### src/rtl/sha256_w_mem_loader_pkg.sv
// rtl/sha256_w_mem_loader_pkg.sv - shared widths and loader state encoding
package sha256_w_mem_loader_pkg;

  localparam int SHA256_WORD_WIDTH  = 32;
  localparam int SHA256_BLOCK_WORDS = 16;
  localparam int SHA256_BLOCK_BYTES = 64;

  // 2'd3 is unused and decodes back to ST_IDLE
  typedef enum logic [1:0] {
    ST_IDLE = 2'd0,
    ST_LOAD = 2'd1,
    ST_FULL = 2'd2
  } loader_state_e;

endpackage

### src/rtl/sha256_w_mem_loader_packer.sv
// rtl/sha256_w_mem_loader_packer.sv - big-endian byte-to-word shift packer
module sha256_byte_packer
  import sha256_w_mem_loader_pkg::*;
(
  input  logic                         clk,
  input  logic                         reset_n,
  input  logic                         clear,
  input  logic                         in_accept,
  input  logic [7:0]                   in_byte,
  output logic                         word_valid,
  output logic [SHA256_WORD_WIDTH-1:0] word
);

  logic [23:0]                  pack_q, pack_d;
  logic [1:0]                   lane_q, lane_d;
  logic                         word_valid_q, word_valid_d;
  logic [SHA256_WORD_WIDTH-1:0] word_q, word_d;

  always_comb begin
    pack_d       = pack_q;
    lane_d       = lane_q;
    word_valid_d = 1'b0;
    word_d       = word_q;
    if (clear) begin
      pack_d = '0;
      lane_d = '0;
    end else if (in_accept) begin
      pack_d = {pack_q[15:0], in_byte};
      lane_d = lane_q + 2'd1;
      // fourth byte of the group completes the word; it is presented next cycle
      if (lane_q == 2'd3) begin
        word_valid_d = 1'b1;
        word_d       = {pack_q, in_byte};
      end
    end
  end

  always_ff @(posedge clk) begin
    if (!reset_n) begin
      pack_q       <= '0;
      lane_q       <= '0;
      word_valid_q <= 1'b0;
      word_q       <= '0;
    end else begin
      pack_q       <= pack_d;
      lane_q       <= lane_d;
      word_valid_q <= word_valid_d;
      word_q       <= word_d;
    end
  end

  assign word_valid = word_valid_q;
  assign word       = word_q;

endmodule

### src/rtl/sha256_w_mem_loader.sv
// rtl/sha256_w_mem_loader.sv - packs a byte stream into the SHA-256 W RAM, one block at a time
module sha256_w_mem_loader
  import sha256_w_mem_loader_pkg::*;
#(
  parameter int WORD_COUNT = 16,
  parameter int ADDR_WIDTH = 4
) (
  input  logic                         clk,
  input  logic                         reset_n,
  input  logic                         start,
  input  logic [7:0]                   in_data,
  input  logic                         in_valid,
  output logic                         in_ready,
  output logic                         wr_en,
  output logic [ADDR_WIDTH-1:0]        wr_addr,
  output logic [SHA256_WORD_WIDTH-1:0] wr_data,
  output logic                         block_valid,
  input  logic                         block_ack,
  output logic                         busy
);

  localparam int CNT_W = ADDR_WIDTH + 2;
  localparam logic [CNT_W-1:0] LAST_BYTE = CNT_W'(WORD_COUNT * 4 - 1);

  loader_state_e         state_q, state_d;
  logic [CNT_W-1:0]      byte_cnt_q, byte_cnt_d;
  logic [ADDR_WIDTH-1:0] wr_addr_q, wr_addr_d;
  logic                  block_valid_q, block_valid_d;
  logic                  busy_q, busy_d;
  logic                  accept;
  logic                  pack_clear;

  assign in_ready   = (state_q == ST_LOAD);
  assign accept     = in_ready && in_valid;
  assign pack_clear = (state_q == ST_IDLE) && start;

  always_comb begin
    state_d    = state_q;
    byte_cnt_d = byte_cnt_q;
    wr_addr_d  = wr_addr_q;
    case (state_q)
      ST_IDLE: begin
        if (start) begin
          state_d    = ST_LOAD;
          byte_cnt_d = '0;
        end
      end
      ST_LOAD: begin
        if (accept) begin
          byte_cnt_d = byte_cnt_q + 1'b1;
          if (byte_cnt_q[1:0] == 2'd3) wr_addr_d = byte_cnt_q[CNT_W-1:2];
          if (byte_cnt_q == LAST_BYTE) state_d = ST_FULL;
        end
      end
      ST_FULL: begin
        if (block_ack) state_d = ST_IDLE;
      end
      default: begin
        state_d    = ST_IDLE;
        byte_cnt_d = '0;
      end
    endcase
    // outputs track the next state so they line up with state_q
    block_valid_d = (state_d == ST_FULL);
    busy_d        = (state_d == ST_LOAD) || (state_d == ST_FULL);
  end

  always_ff @(posedge clk) begin
    if (!reset_n) begin
      state_q       <= ST_IDLE;
      byte_cnt_q    <= '0;
      wr_addr_q     <= '0;
      block_valid_q <= 1'b0;
      busy_q        <= 1'b0;
    end else begin
      state_q       <= state_d;
      byte_cnt_q    <= byte_cnt_d;
      wr_addr_q     <= wr_addr_d;
      block_valid_q <= block_valid_d;
      busy_q        <= busy_d;
    end
  end

  sha256_byte_packer u_packer (
    .clk        (clk),
    .reset_n    (reset_n),
    .clear      (pack_clear),
    .in_accept  (accept),
    .in_byte    (in_data),
    .word_valid (wr_en),
    .word       (wr_data)
  );

  assign wr_addr     = wr_addr_q;
  assign block_valid = block_valid_q;
  assign busy        = busy_q;

endmodule

### config.mk
export PLATFORM = sky130hd
export DESIGN_NAME = sha256_w_mem_loader
export DESIGN_NICKNAME = d
export VERILOG_FILES = /design/src/rtl/sha256_w_mem_loader_pkg.sv /design/src/rtl/sha256_w_mem_loader_packer.sv /design/src/rtl/sha256_w_mem_loader.sv
export SDC_FILE = /design/constraint.sdc
export NUM_CORES = 1
export LEC_CHECK = 0
export BUFFER_PORTS_ARGS = -buffer_cell sky130_fd_sc_hd__buf_2
export CAP_MARGIN = 20
export CELL_PAD_IN_SITES_DETAIL_PLACEMENT = 0
export CELL_PAD_IN_SITES_GLOBAL_PLACEMENT = 1
export CORE_MARGIN = 8
export CORE_UTILIZATION = 38
export DETAILED_ROUTE_END_ITERATION = 8
export PLACE_DENSITY_LB_ADDON = 0.1
export SYNTH_ARGS = -nofsm -noshare
export SYNTH_HDL_FRONTEND = slang
export SYNTH_HIERARCHICAL = 1
export SYNTH_SLANG_ARGS = --single-unit
### constraint.sdc
create_clock -name clk -period 1.6 [get_ports clk]
set_input_delay 0.48 -clock clk [delete_from_list [all_inputs] [get_ports clk]]
set_output_delay 0.48 -clock clk [all_outputs]
set_load 0.1 [all_outputs]
# Word-level counts from Yosys, hierarchy flattened
# Index checks and enable logic that the tools add are counted.
# Widths: inputs -> output; s select.
totals:
  out_inout_bits: 40
  input_bits: 13
  word_cells: 42
  ff_bits: 73
classes:
  bitwise: 4
  add_sub_neg: 2
  n_reduce_logical: 9
  eq_ne: 9
  muxes: 9
ops:
  columns: ["op", "count"]
  rows:
  - ["$pmux 6 s3", 1]
  - ["$mux 6", 2]
  - ["$reduce_and 3->1", 3]
  - ["$eq 2x2->1 const B", 4]
  - ["$mux 2", 4]
  - ["$add 6x1->6 const B", 1]
  - ["$eq 6x6->1 const B", 1]
  - ["$pmux 2 s3", 1]
  - ["$eq 2x1->1 const B", 2]
  - ["$not 1->1", 4]
  - ["$reduce_or 3->1", 1]
  - ["$add 2x1->2 const B", 1]
  - ["$logic_and 1x1->1", 2]
  - ["$logic_not 2->1", 1]
  - ["$ne 2x1->1 const B", 1]
  - ["$ne 2x2->1 const B", 1]
  - ["$reduce_or 2->1", 1]
  - ["$logic_or 1x1->1", 1]
  - ["$mux 1", 1]

# Longest topological paths before layout
# Gate-level depths: netlist of run 1.
depth:
  ltp_word: 6
  ltp_mapped: 8
  depth_no_buf: 6

# Hierarchy
# Netlist of run 1, hierarchy kept.
modules_own_cells:
  columns: ["module", "instances", "area_per_inst_um2", "cells_per_inst", "seq_area_each_um2"]
  rows:
  - ["sha256_byte_packer", 1, 2244.7, 229, 1181.1]
  - ["sha256_w_mem_loader", 1, 684.4, 69, 280.3]

# Least setup slack after synthesis of run 1
# Ideal clock, no wire load.
synth_timing:
  path_type: "flip-flop to flip-flop"
  start: "register state_q[0]"
  end: "register u_packer.word_q[10] (netlist: u_packer/word[10])"
  path_slack_ps: -1401
  setup_time_ps: 72
  path_stages_with_launch: 9
  path_buffers: 4
  required_time_ps: 1528
  synth_period_minus_slack_ps: 3001
  t_arrival_ps: 2930
  path_cell_list: "dfxtp_1 > buf_6 > nor2b_1 > and2_1 > buf_6 > and3b_1 > buf_6 > buf_6 > mux2i_1"
synth_via:
  word_cells_on_any_way: 6
  cone_classes: "1 x eq/ne; 1 x bitwise; 4 x reduce/logical"
synth_lines:
  columns: ["element", "line", "rtl"]
  rows:
  - ["start, declared", "sha256_w_mem_loader.sv:25", "loader_state_e state_q, state_d;"]
  - ["start signal, assigned", "sha256_w_mem_loader.sv:76", "state_q <= state_d;"]
  - ["$eq 2x1->1", "sha256_w_mem_loader.sv:33", "assign in_ready = (state_q == ST_LOAD);"]
  - ["named net in_ready", "sha256_w_mem_loader.sv:13", "output logic in_ready,"]
  - ["$logic_and 1x1->1", "sha256_w_mem_loader.sv:34", "assign accept = in_ready && in_valid;"]
  - ["named net accept", "sha256_w_mem_loader.sv:30", "logic accept;"]
  - ["$reduce_and 3->1 (no source line)", null, null]
  - ["end signal, assigned", "sha256_w_mem_loader_packer.sv:48", "word_q <= word_d;"]
  - ["end, declared", "sha256_w_mem_loader_packer.sv:17", "logic [SHA256_WORD_WIDTH-1:0] word_q, word_d;"]
# The timed path passes the listed nets, and every way through them passes these cells.
# A chain may end at the register's enable or synchronous reset.

# Final worst setup path of run 1
layout_timing:
  start: "register u_packer.word_q[7] (netlist: u_packer/word[7])"
  end: "output port wr_data[7]"
layout_lines:
  columns: ["element", "line", "rtl"]
  rows:
  - ["end, declared", "sha256_w_mem_loader.sv:16", "output logic [SHA256_WORD_WIDTH-1:0] wr_data,"]
# No word-level cell between the ends.

==> metrics.md, run 1 <==
| Metric | Value |
|---|---|
| Root buffer cell | `sky130_fd_sc_hd__clkbuf_8` |
| Critical path fanouts, max | `2` |
| Count of endpoints failing setup in the final report | `0` |
| Leading post-synthesis cells by cell area | `sky130_fd_sc_hd__dfxtp_1 50%, sky130_fd_sc_hd__mux2i_1 22%, sky130_fd_sc_hd__nand2_1 8.5%` |
| Fill count | `719` |
| Leakage power | `1.46 nW` |
| Residual antenna-violating net count after detailed routing | `0` |
| Gate family responsible for the most delay along the worst path | `buffers and inverters` |
| Post-synthesis async set-or-reset flop share | `0` |
| Number of remaining DRC errors | `0` |
| Yosys cell types | `33` |
| Clock transition at path regs | `around 70 ps` |
| Horizontal die dimension | `104 um` |
| Hpwl dp | `roughly 4.3 mm` |
| Critical Path Sink Type | `primary output` |
| Final critical path time including I/O delays and setup | `around 1600 ps` |
| Crit path arrival time | `1080 ps` |
| Area of the core | `between 0.007 and 0.008 sq mm` |
| Maximum number of pins on one net before global-route repair | `43` |
| Hold WS | `404 ps` |
| Crit start category | `register` |
| Unrepaired setup endpoints after global routing | `no` |
| Worst-Margin Slew | `492 ps` |
| Clock group share of total power | `0.430` |
| Detailed-routing iteration count for the pre-antenna-repair pass | `4` |
| Total number of vias | `roughly 2100` |
| Placed Cells incl. Taps | `448` |
| Number of global-route vias before repair | `2153` |
| Fraction of the cycle the final worst path needs | `0.974` |
| Count of flip-flops with a built-in enable after synthesis | `0` |
| Post-detailed-route wirelength per cell | `~13 um` |
| Flop pwr share | `0.503` |
| Switching power as a share of total power | `0.221` |
| Net total in the final layout | `377` |
| Effective utilization at floorplan | `0.385` |
| Fraction of met3 tracks used by global routing | `0.0285` |
| First-pass GRT wire length | `10.4 mm` |
| Seq. cell area | `0.00147 sq mm` |
| Status | `complete, no violations` |
| Portion of total power attributed to combinational logic | `0.068` |
| GR met2 Demand/Resource | `0.176` |
| Reg2reg start | `state_q[1]` |
| Number of cells on the worst hold path | `3` |
| Worst setup slack after layout | `41.6 ps` |
| Max-cap check violation count | `0` |
| Clk Latency, worst-skew pair | `330 ps` |
| Count of standard-cell rows | `32` |
| Start point of the worst hold path | `in_data[4]` |
| Mapped Nets | `314` |
| Final Core Density | `0.495` |
| Cell internal power dissipation | `2.85 mW` |
| Length in cells of the worst reg-to-reg path | `5` |
| Vert. Die Dim | `104 um` |
| CTS sink count | `73` |
| Syn_area_per_cell | `between 9 and 10 sq um` |
| Top-level port count | `between 50 and 60` |
| RR Endpoint | `u_packer/word[15]` |
| Switching component of the power | `808 uW` |
| Syn-to-layout area delta | `28.6%` |
| Final wirelength | `6.18 mm` |
| Hold-fix buffers, CTS | `0` |
| Total power divided by cell area | `971 mW/mm^2` |
| Category of the most critical setup path | `reg2out` |
| Non-Filler Instances | `between 400 and 500` |
| Highest cell delay on the worst timing path | `~420 ps` |
| Area share of the largest cell type after synthesis | `0.499` |
| Class of the tightest hold or removal check | `in2reg` |
| Number of antenna violations at the first check in global routing | `0` |
| Buffer depth of the longest clock path | `2` |
| CTS H-Tree Depth | `3` |
| Vias per cell | `4.58` |
| Fin. max-slew vios | `0` |
| Global-route track usage on met1 | `0.147` |
| Worst-case hold path end point | `u_packer/word[4]` |
| Synth Register Bits | `73` |
| Peak supply drop | `0.439 mV` |
| Critical Path RT | `1120 ps` |
| Number of port buffers | `52` |
| N_diodes | `0` |
| Area occupied by multi-input gates | `0.00134 sq mm` |
| Standard cell with the maximum stage delay on the critical path | `sky130_fd_sc_hd__buf_2` |
| Overall Global Routing Usage | `0.115` |
| Share of the yosys chip area belonging to registers | `0.499` |
| Share of post-route cells with drive strength above 1 | `0.262` |
| GR Overflow Total | `0` |
| Total clock buffers created by CTS | `9` |
| Synthesized instance count | `between 200 and 300` |
| Sum of buffers and inverters on the critical path | `1` |
| Worst max-slew margin expressed relative to the limit | `0.675` |
| TritonCTS clock tree | `done` |
| Drt initial violations | `43` |
| Max frequency | `642 MHz` |
| Post-Place Setup Slack | `-80.6 ps` |
| Chain of cells forming the critical path | `buf_2` |
| Total of warnings raised by yosys | `6` |
| Most used routing layer | `met2` |
| Setup slack, reg-to-reg | `100 ps` |
| Skew final | `8.85 ps` |
| Total power consumption of the routed design | `between 3 and 4 mW` |
| Final hold violation count | `0` |
| Largest area contributor in the synthesized netlist | `sky130_fd_sc_hd__dfxtp_1` |
| Post-synthesis instance area | `0.00293 sq mm` |
| Routability-driven placement congestion ratio | `about 0.76` |
| Top FF cell, synth | `sky130_fd_sc_hd__dfxtp_1` |
| Area of the die | `~0.011 sq mm` |
-- cells in the final DEF, fill, tap and decap left out, drive strengths merged --
cell,count
o21a,2
and3b,1
nor2b,6
mux2i,64
or3b,2
nor2,28
dfxtp,73
xnor2,2
nand3,8
nand2b,1
o211ai,1
nand2,66
clkinv,4
and3,3
bufinv,2
a21boi,4
and2,2
o2111ai,1
inv,1
buf,51
o21ai,2
clkbuf,31
ha,3
a21oi,3
nand4b,1
o2111a,1
nand3b,3
-- worst min-delay path, stage by stage --
cell and delay, ps:
sky130_fd_sc_hd__buf_2 100, sky130_fd_sc_hd__nand2_1 50, sky130_fd_sc_hd__mux2i_1 50
-- worst max-delay path by stage --
stage	from	end	cells after the start	slack [ps]
6_report	u_packer/word[7]	wr_data[7]	1	40
5_1_grt	u_packer/word[22]	wr_data[22]	1	0.9
4_1_cts	state_q[0]	in_ready	2	-9
3_5_place_dp	start	u_packer/word[31]	6	-80
3_3_place_gp	start	u_packer/word[3]	6	-60
2_1_floorplan	state_q[0]	u_packer/word[10]	8	-420
-- layer usage --
metal,part of all wire,wire [um],vias to the layer above
li1,-,-,1120
met1,0.51,3130,988
met2,0.45,2760,31
met3,0.035,217,6
met4,0.011,68,0
met5,0,0,-
-- repair_timing --
action | 4_1_cts | 5_1_grt
gates resized for setup | 10 | 20
setup buffers | 1 | 3
pin swaps | 0 | 0
endpoints found under the setup margin | 11 | 22
-- flip-flops by register name, indices dropped and copies added, names as in the netlist --
| name | flops |
|---|---|
| u_packer/word | 32 |
| u_packer/pack_q | 24 |
| byte_cnt_q | 6 |
| wr_addr | 4 |
| state_q | 2 |
| u_packer/lane_q | 2 |
| block_valid | 1 |
| busy | 1 |
| u_packer/word_valid | 1 |
-- stage by stage --
stage,instance area [sq um],TNS [ps]
after global routing,3770,0
after floorplan,2940,-19380
after global placement,3440,-1580
after detailed placement,3440,-2070
after CTS,3690,-9.15
final,3770,0
-- power by group through the flow --
| stage | Clock (mW) | Combinational [mW] | Sequential (mW) |
|---|---|---|---|
| finish | 1.57 | 0.248 | 1.84 |
| global route | 1.72 | 0.270 | 1.84 |
| CTS | 1.64 | 0.241 | 1.84 |
| detailed placement | 0 | 0.237 | 1.88 |
| global placement | 0 | 0.237 | 1.88 |
| floorplan | 0 | 0.152 | 1.89 |
-- cell families (layout without fill, tap and decap cells) --
logic type                 after synthesis  in the layout  synth area share
adders and majority gates                3              3            0.0128
AOI/OAI and AO/OA                       14             14            0.0346
and+or+nand+nor                        121            121             0.180
DFF                                     73             73             0.499
buffers and inverters                   21             89            0.0487
muxes                                   64             64             0.219
xor gates and xnor gates                 2              2           0.00598
-- synthesized netlist by cell type, drive strengths merged (2+ instances only) --
cell type and instances:
dfxtp 73, nand2 66, mux2i 64, nor2 28
buf 12, nand3 8, clkbuf 7, nor2b 6
a21boi 4, a21oi 3, and3 3, ha 3
nand3b 3, and2 2, o21a 2, o21ai 2
or3b 2, xnor2 2
-- cell type report --
type / count / area share
well taps: 102 / 0.0339
clock inverters: 5 / 0.0209
clock buffers: 11 / 0.0375
repair buffers: 71 / 0.160
flip-flops and latches: 73 / 0.389
multi-input cells: 204 / 0.356
inverters: 2 / 0.00233
(Power assumes the default switching activity.)
==> inputs of run 2 (changes only) <==
--- a/config.mk
+++ b/config.mk
@@ -5,12 +5,13 @@
 export SDC_FILE = /design/constraint.sdc
 export NUM_CORES = 1
 export LEC_CHECK = 0
+export ABC_AREA = 1
 export BUFFER_PORTS_ARGS = -buffer_cell sky130_fd_sc_hd__buf_2
 export CAP_MARGIN = 20
 export CELL_PAD_IN_SITES_DETAIL_PLACEMENT = 0
 export CELL_PAD_IN_SITES_GLOBAL_PLACEMENT = 1
 export CORE_MARGIN = 8
-export CORE_UTILIZATION = 38
+export CORE_UTILIZATION = 35
 export DETAILED_ROUTE_END_ITERATION = 8
 export PLACE_DENSITY_LB_ADDON = 0.1
 export SYNTH_ARGS = -nofsm -noshare
==> run 2 against run 1 <==
Utilization fell by 4.7 points. Die area rose by 7.3%. Sequential power barely moved. Clock power fell by 20%. Worst hold slack got worse by 23 ps. Critical path depth rose by 3. Worst setup slack got worse by 13 ps. Non-clock buffer count fell by 9. Power fell by 9.2%. Critical path type unchanged.
==> metrics.md, run 2 <==
| Metric | Value |
|---|---|
| Top FF cell, synth | `sky130_fd_sc_hd__dfxtp_1 (unchanged)` |
| Number of global-route vias before repair | `2348 (was 2153)` |
| Peak supply drop | `0.410 mV (was 0.439 mV)` |
| N_diodes | `0 (unchanged)` |
| Vias per cell | `4.29 (was 4.58)` |
| Hold-fix buffers, CTS | `0 (unchanged)` |
| Fill count | `865 (was 719)` |
| Total clock buffers created by CTS | `9 (unchanged)` |
| Fin. max-slew vios | `0 (unchanged)` |
| CTS H-Tree Depth | `3 (unchanged)` |
| Yosys cell types | `24 (was 33)` |
| CTS sink count | `73 (unchanged)` |
| Buffer depth of the longest clock path | `2 (unchanged)` |
| Syn_area_per_cell | `7.24 sq um (was 9.83 sq um)` |
| Most common library cell in the layout ignoring fill and taps | `sky130_fd_sc_hd__nand2_1 (was sky130_fd_sc_hd__dfxtp_1)` |
| Commonest cells after routing, fill and taps aside | `131 x sky130_fd_sc_hd__nand2_1, 77 x sky130_fd_sc_hd__nor2_1, 71 x sky130_fd_sc_hd__dfxtp_1, 40 x sky130_fd_sc_hd__inv_1, 35 x sky130_fd_sc_hd__a21oi_1 (was 72 x sky130_fd_sc_hd__dfxtp_1, 66 x sky130_fd_sc_hd__nand2_1, 64 x sky130_fd_sc_hd__mux2i_1, 28 x sky130_fd_sc_hd__nor2_1, 25 x sky130_fd_sc_hd__buf_4)` |
| Number of antenna violations at the first check in global routing | `0 (unchanged)` |
| List of most frequent post-synthesis cells | `131 x sky130_fd_sc_hd__nand2_1, 77 x sky130_fd_sc_hd__nor2_1, 73 x sky130_fd_sc_hd__dfxtp_1 (was 73 x sky130_fd_sc_hd__dfxtp_1, 66 x sky130_fd_sc_hd__nand2_1, 64 x sky130_fd_sc_hd__mux2i_1)` |
| Final critical path time including I/O delays and setup | `1570 ps (was 1560 ps)` |
| Top-level port count | `53 (unchanged)` |
| Count of flip-flops with a built-in enable after synthesis | `0 (unchanged)` |
| Gate family responsible for the most delay along the worst path | `flip-flops (was buffers and inverters)` |
| Residual antenna-violating net count after detailed routing | `0 (unchanged)` |
| Critical Path Sink Type | `primary output (unchanged)` |
| Total power consumption of the routed design | `3.32 mW (was 3.66 mW)` |
| Critical Path RT | `1120 ps (about the same)` |
| Area share of the largest cell type after synthesis | `0.499 (about the same)` |
| Area of the die | `0.0116 sq mm (was 0.0108 sq mm)` |
| Reg2reg start | `state_q[1] (unchanged)` |
| Category of the most critical setup path | `reg2out (unchanged)` |
| Area of the core | `0.00818 sq mm (was 0.00761 sq mm)` |
| Start point of the worst hold path | `in_data[1] (was in_data[4])` |
| Status | `complete, no violations (unchanged)` |
| Number of remaining DRC errors | `0 (unchanged)` |
| Hpwl dp | `4.50 mm (was 4.32 mm)` |
| Root buffer cell | `sky130_fd_sc_hd__clkbuf_8 (unchanged)` |
| Post-synthesis instance area | `0.00293 sq mm (about the same)` |
| Critical path fanouts, max | `2 (unchanged)` |
| Mapped Nets | `421 (was 314)` |
| Worst-Margin Slew | `492 ps (about the same)` |
| Skew final | `13.0 ps (was 8.85 ps)` |
| Chain of cells forming the critical path | `inv_2 -> nand2_4 -> clkinvlp_4 -> buf_12 (was buf_2)` |
| Seq. cell area | `0.00146 sq mm (was 0.00147 sq mm)` |
| Standard cell with the maximum stage delay on the critical path | `sky130_fd_sc_hd__dfxtp_2 (was sky130_fd_sc_hd__buf_2)` |
| Maximum number of pins on one net before global-route repair | `36 (was 43)` |
| Unrepaired setup endpoints after global routing | `yes (was no)` |
| Vert. Die Dim | `108 um (was 104 um)` |
| Routability-driven placement congestion ratio | `0.782 (was 0.762)` |
| Clk Latency, worst-skew pair | `340 ps (was 330 ps)` |
| Net total in the final layout | `477 (was 377)` |
| Setup slack, reg-to-reg | `170 ps (was 100 ps)` |
| Max-cap check violation count | `0 (unchanged)` |
| GR Overflow Total | `0 (unchanged)` |
| Number of flip-flops in the largest register | `32 (unchanged)` |
| Max frequency | `636 MHz (was 642 MHz)` |
| Crit start category | `register (unchanged)` |
| Largest area contributor in the synthesized netlist | `sky130_fd_sc_hd__dfxtp_1 (unchanged)` |
| Share of post-route cells with drive strength above 1 | `0.197 (was 0.262)` |
| Cell area after placement | `0.00340 sq mm (was 0.00344 sq mm)` |
| Total number of vias | `2447 (was 2145)` |
| Most common cell in the synthesized netlist | `sky130_fd_sc_hd__nand2_1 (was sky130_fd_sc_hd__dfxtp_1)` |
| Worst-case hold path end point | `u_packer/word[1] (was u_packer/word[4])` |
| Overall Global Routing Usage | `0.121 (was 0.115)` |
| First-pass GRT wire length | `11.3 mm (was 10.4 mm)` |
| Leakage power | `1.77 nW (was 1.46 nW)` |
| Share of the yosys chip area belonging to registers | `0.499 (about the same)` |
| Syn-to-layout area delta | `25.1% (was 28.6%)` |
| Drt initial violations | `76 (was 43)` |
| TritonCTS clock tree | `done (unchanged)` |
| Depth of the critical timing path with buffers and inverters included | `4 (was 1)` |
| Length in cells of the worst reg-to-reg path | `10 (was 5)` |
| RR Endpoint | `busy (was u_packer/word[15])` |
| Final hold violation count | `0 (unchanged)` |
| Number of cells on the worst hold path | `3 (unchanged)` |
| Class of the tightest hold or removal check | `in2reg (unchanged)` |
| Synth Register Bits | `73 (unchanged)` |
| Horizontal die dimension | `108 um (was 104 um)` |
| Crit path arrival time | `1090 ps (was 1080 ps)` |
| Number of port buffers | `52 (unchanged)` |
| Final sum of negative setup slack | `0 ps (unchanged)` |
| Total of warnings raised by yosys | `6 (unchanged)` |
| Final wirelength | `6.67 mm (was 6.18 mm)` |
| Effective utilization at floorplan | `0.359 (was 0.385)` |
| Highest cell delay on the worst timing path | `340 ps (was 420 ps)` |
| Final Core Density | `0.448 (was 0.495)` |
| Area occupied by multi-input gates | `0.00117 sq mm (was 0.00134 sq mm)` |
| Sum of buffers and inverters on the critical path | `3 (was 1)` |
| Cell area after layout | `0.00367 sq mm (was 0.00377 sq mm)` |
| Count of standard-cell rows | `33 (was 32)` |
| Leading post-synthesis cells by cell area | `sky130_fd_sc_hd__dfxtp_1 50%, sky130_fd_sc_hd__nand2_1 17%, sky130_fd_sc_hd__nor2_1 9.9% (was sky130_fd_sc_hd__dfxtp_1 50%, sky130_fd_sc_hd__mux2i_1 22%, sky130_fd_sc_hd__nand2_1 8.5%)` |
| Post-detailed-route wirelength per cell | `11.7 um (was 13.2 um)` |
| Synthesized instance count | `405 (was 298)` |
| Total power divided by cell area | `906 mW/mm^2 (was 971 mW/mm^2)` |
| Clock transition at path regs | `80 ps (was 70 ps)` |
| Count of endpoints failing setup in the final report | `0 (unchanged)` |
| Detailed-routing iteration count for the pre-antenna-repair pass | `5 (was 4)` |
| Worst max-slew margin expressed relative to the limit | `0.674 (was 0.675)` |
| Fraction of the cycle the final worst path needs | `0.982 (was 0.974)` |
| Post-synthesis async set-or-reset flop share | `0 (unchanged)` |
run 2: cell types whose count changed after synthesis, moves of 4 or more:
cell and change:
sky130_fd_sc_hd__a21oi_1 +33, sky130_fd_sc_hd__buf_2 +5, sky130_fd_sc_hd__clkbuf_1 -5, sky130_fd_sc_hd__inv_1 +40, sky130_fd_sc_hd__inv_2 +4, sky130_fd_sc_hd__mux2i_1 -64, sky130_fd_sc_hd__nand2_1 +65, sky130_fd_sc_hd__nor2_1 +49
sky130_fd_sc_hd__nor2b_1 -6
run 2: final cells by class:
| cell class | count | share of cell area |
|---|---|---|
| clock buffers | 14 | 0.0416 |
| clock inverters | 2 | 0.00375 |
| inverters | 46 | 0.0488 |
| multi-input cells | 269 | 0.320 |
| flip-flops and latches | 73 | 0.399 |
| well taps | 105 | 0.0358 |
| repair buffers | 62 | 0.150 |
run 2: power by group:
| part | switching [mW] | internal, mW |
|---|---|---|
| combinational | 0.150 | 0.0694 |
| clock | 0.648 | 0.609 |
| sequential | 0.0120 | 1.83 |
run 2: timing repair:
item | 4_1_cts | 5_1_grt
hold endpoints to repair | 0 | 0
gates cloned | 0 | 0
buffers inserted | 2 | 1
setup endpoints to repair | 13 | 19
gates resized for setup | 13 | 18
run 2: worst max-delay path by stage:
stage	endpoint	start
final	in_ready	state_q[1]
after global routing	in_ready	state_q[1]
after CTS	in_ready	state_q[1]
after detailed placement	busy	in_valid
after global placement	busy	in_valid
after floorplan	busy	state_q[1]
run 2: per-layer routing:
layer  track usage  vias up  wire (um)  part of all wire
li1              -     1334          -                 -
met1         0.151     1067       3300              0.49
met2         0.186       36       2930              0.44
met3        0.0437       10        350             0.053
met4        0.0446        0         91             0.014
met5             0        -          0                 0
run 2: cells by family (layout without fill, tap and decap cells):
family,count (synthesis),after routing,share of synthesized area
AO/OA/AOI/OAI,40,40,0.0708
XOR/XNOR,1,1,0.00299
adder cells (fa/ha/maj),3,3,0.0128
buffers and inverters,63,124,0.102
AND/OR/NAND/NOR,225,225,0.312
flip-flops,73,73,0.499
run 2: metrics by stage:
stage                     hold WS (ps)  std cells  setup slack (ps)
after CTS                          365        570             -32.9
after floorplan                    439        405              7.64
after global placement             453        552               107
after detailed placement           451        552              77.4
after global routing               381        571             -30.1
final                              380        571              28.8
run 2: worst min-delay path, cell delays in order:
cell,delay (ps)
sky130_fd_sc_hd__buf_2,90
sky130_fd_sc_hd__nor2_1,40
sky130_fd_sc_hd__nor2_1,80
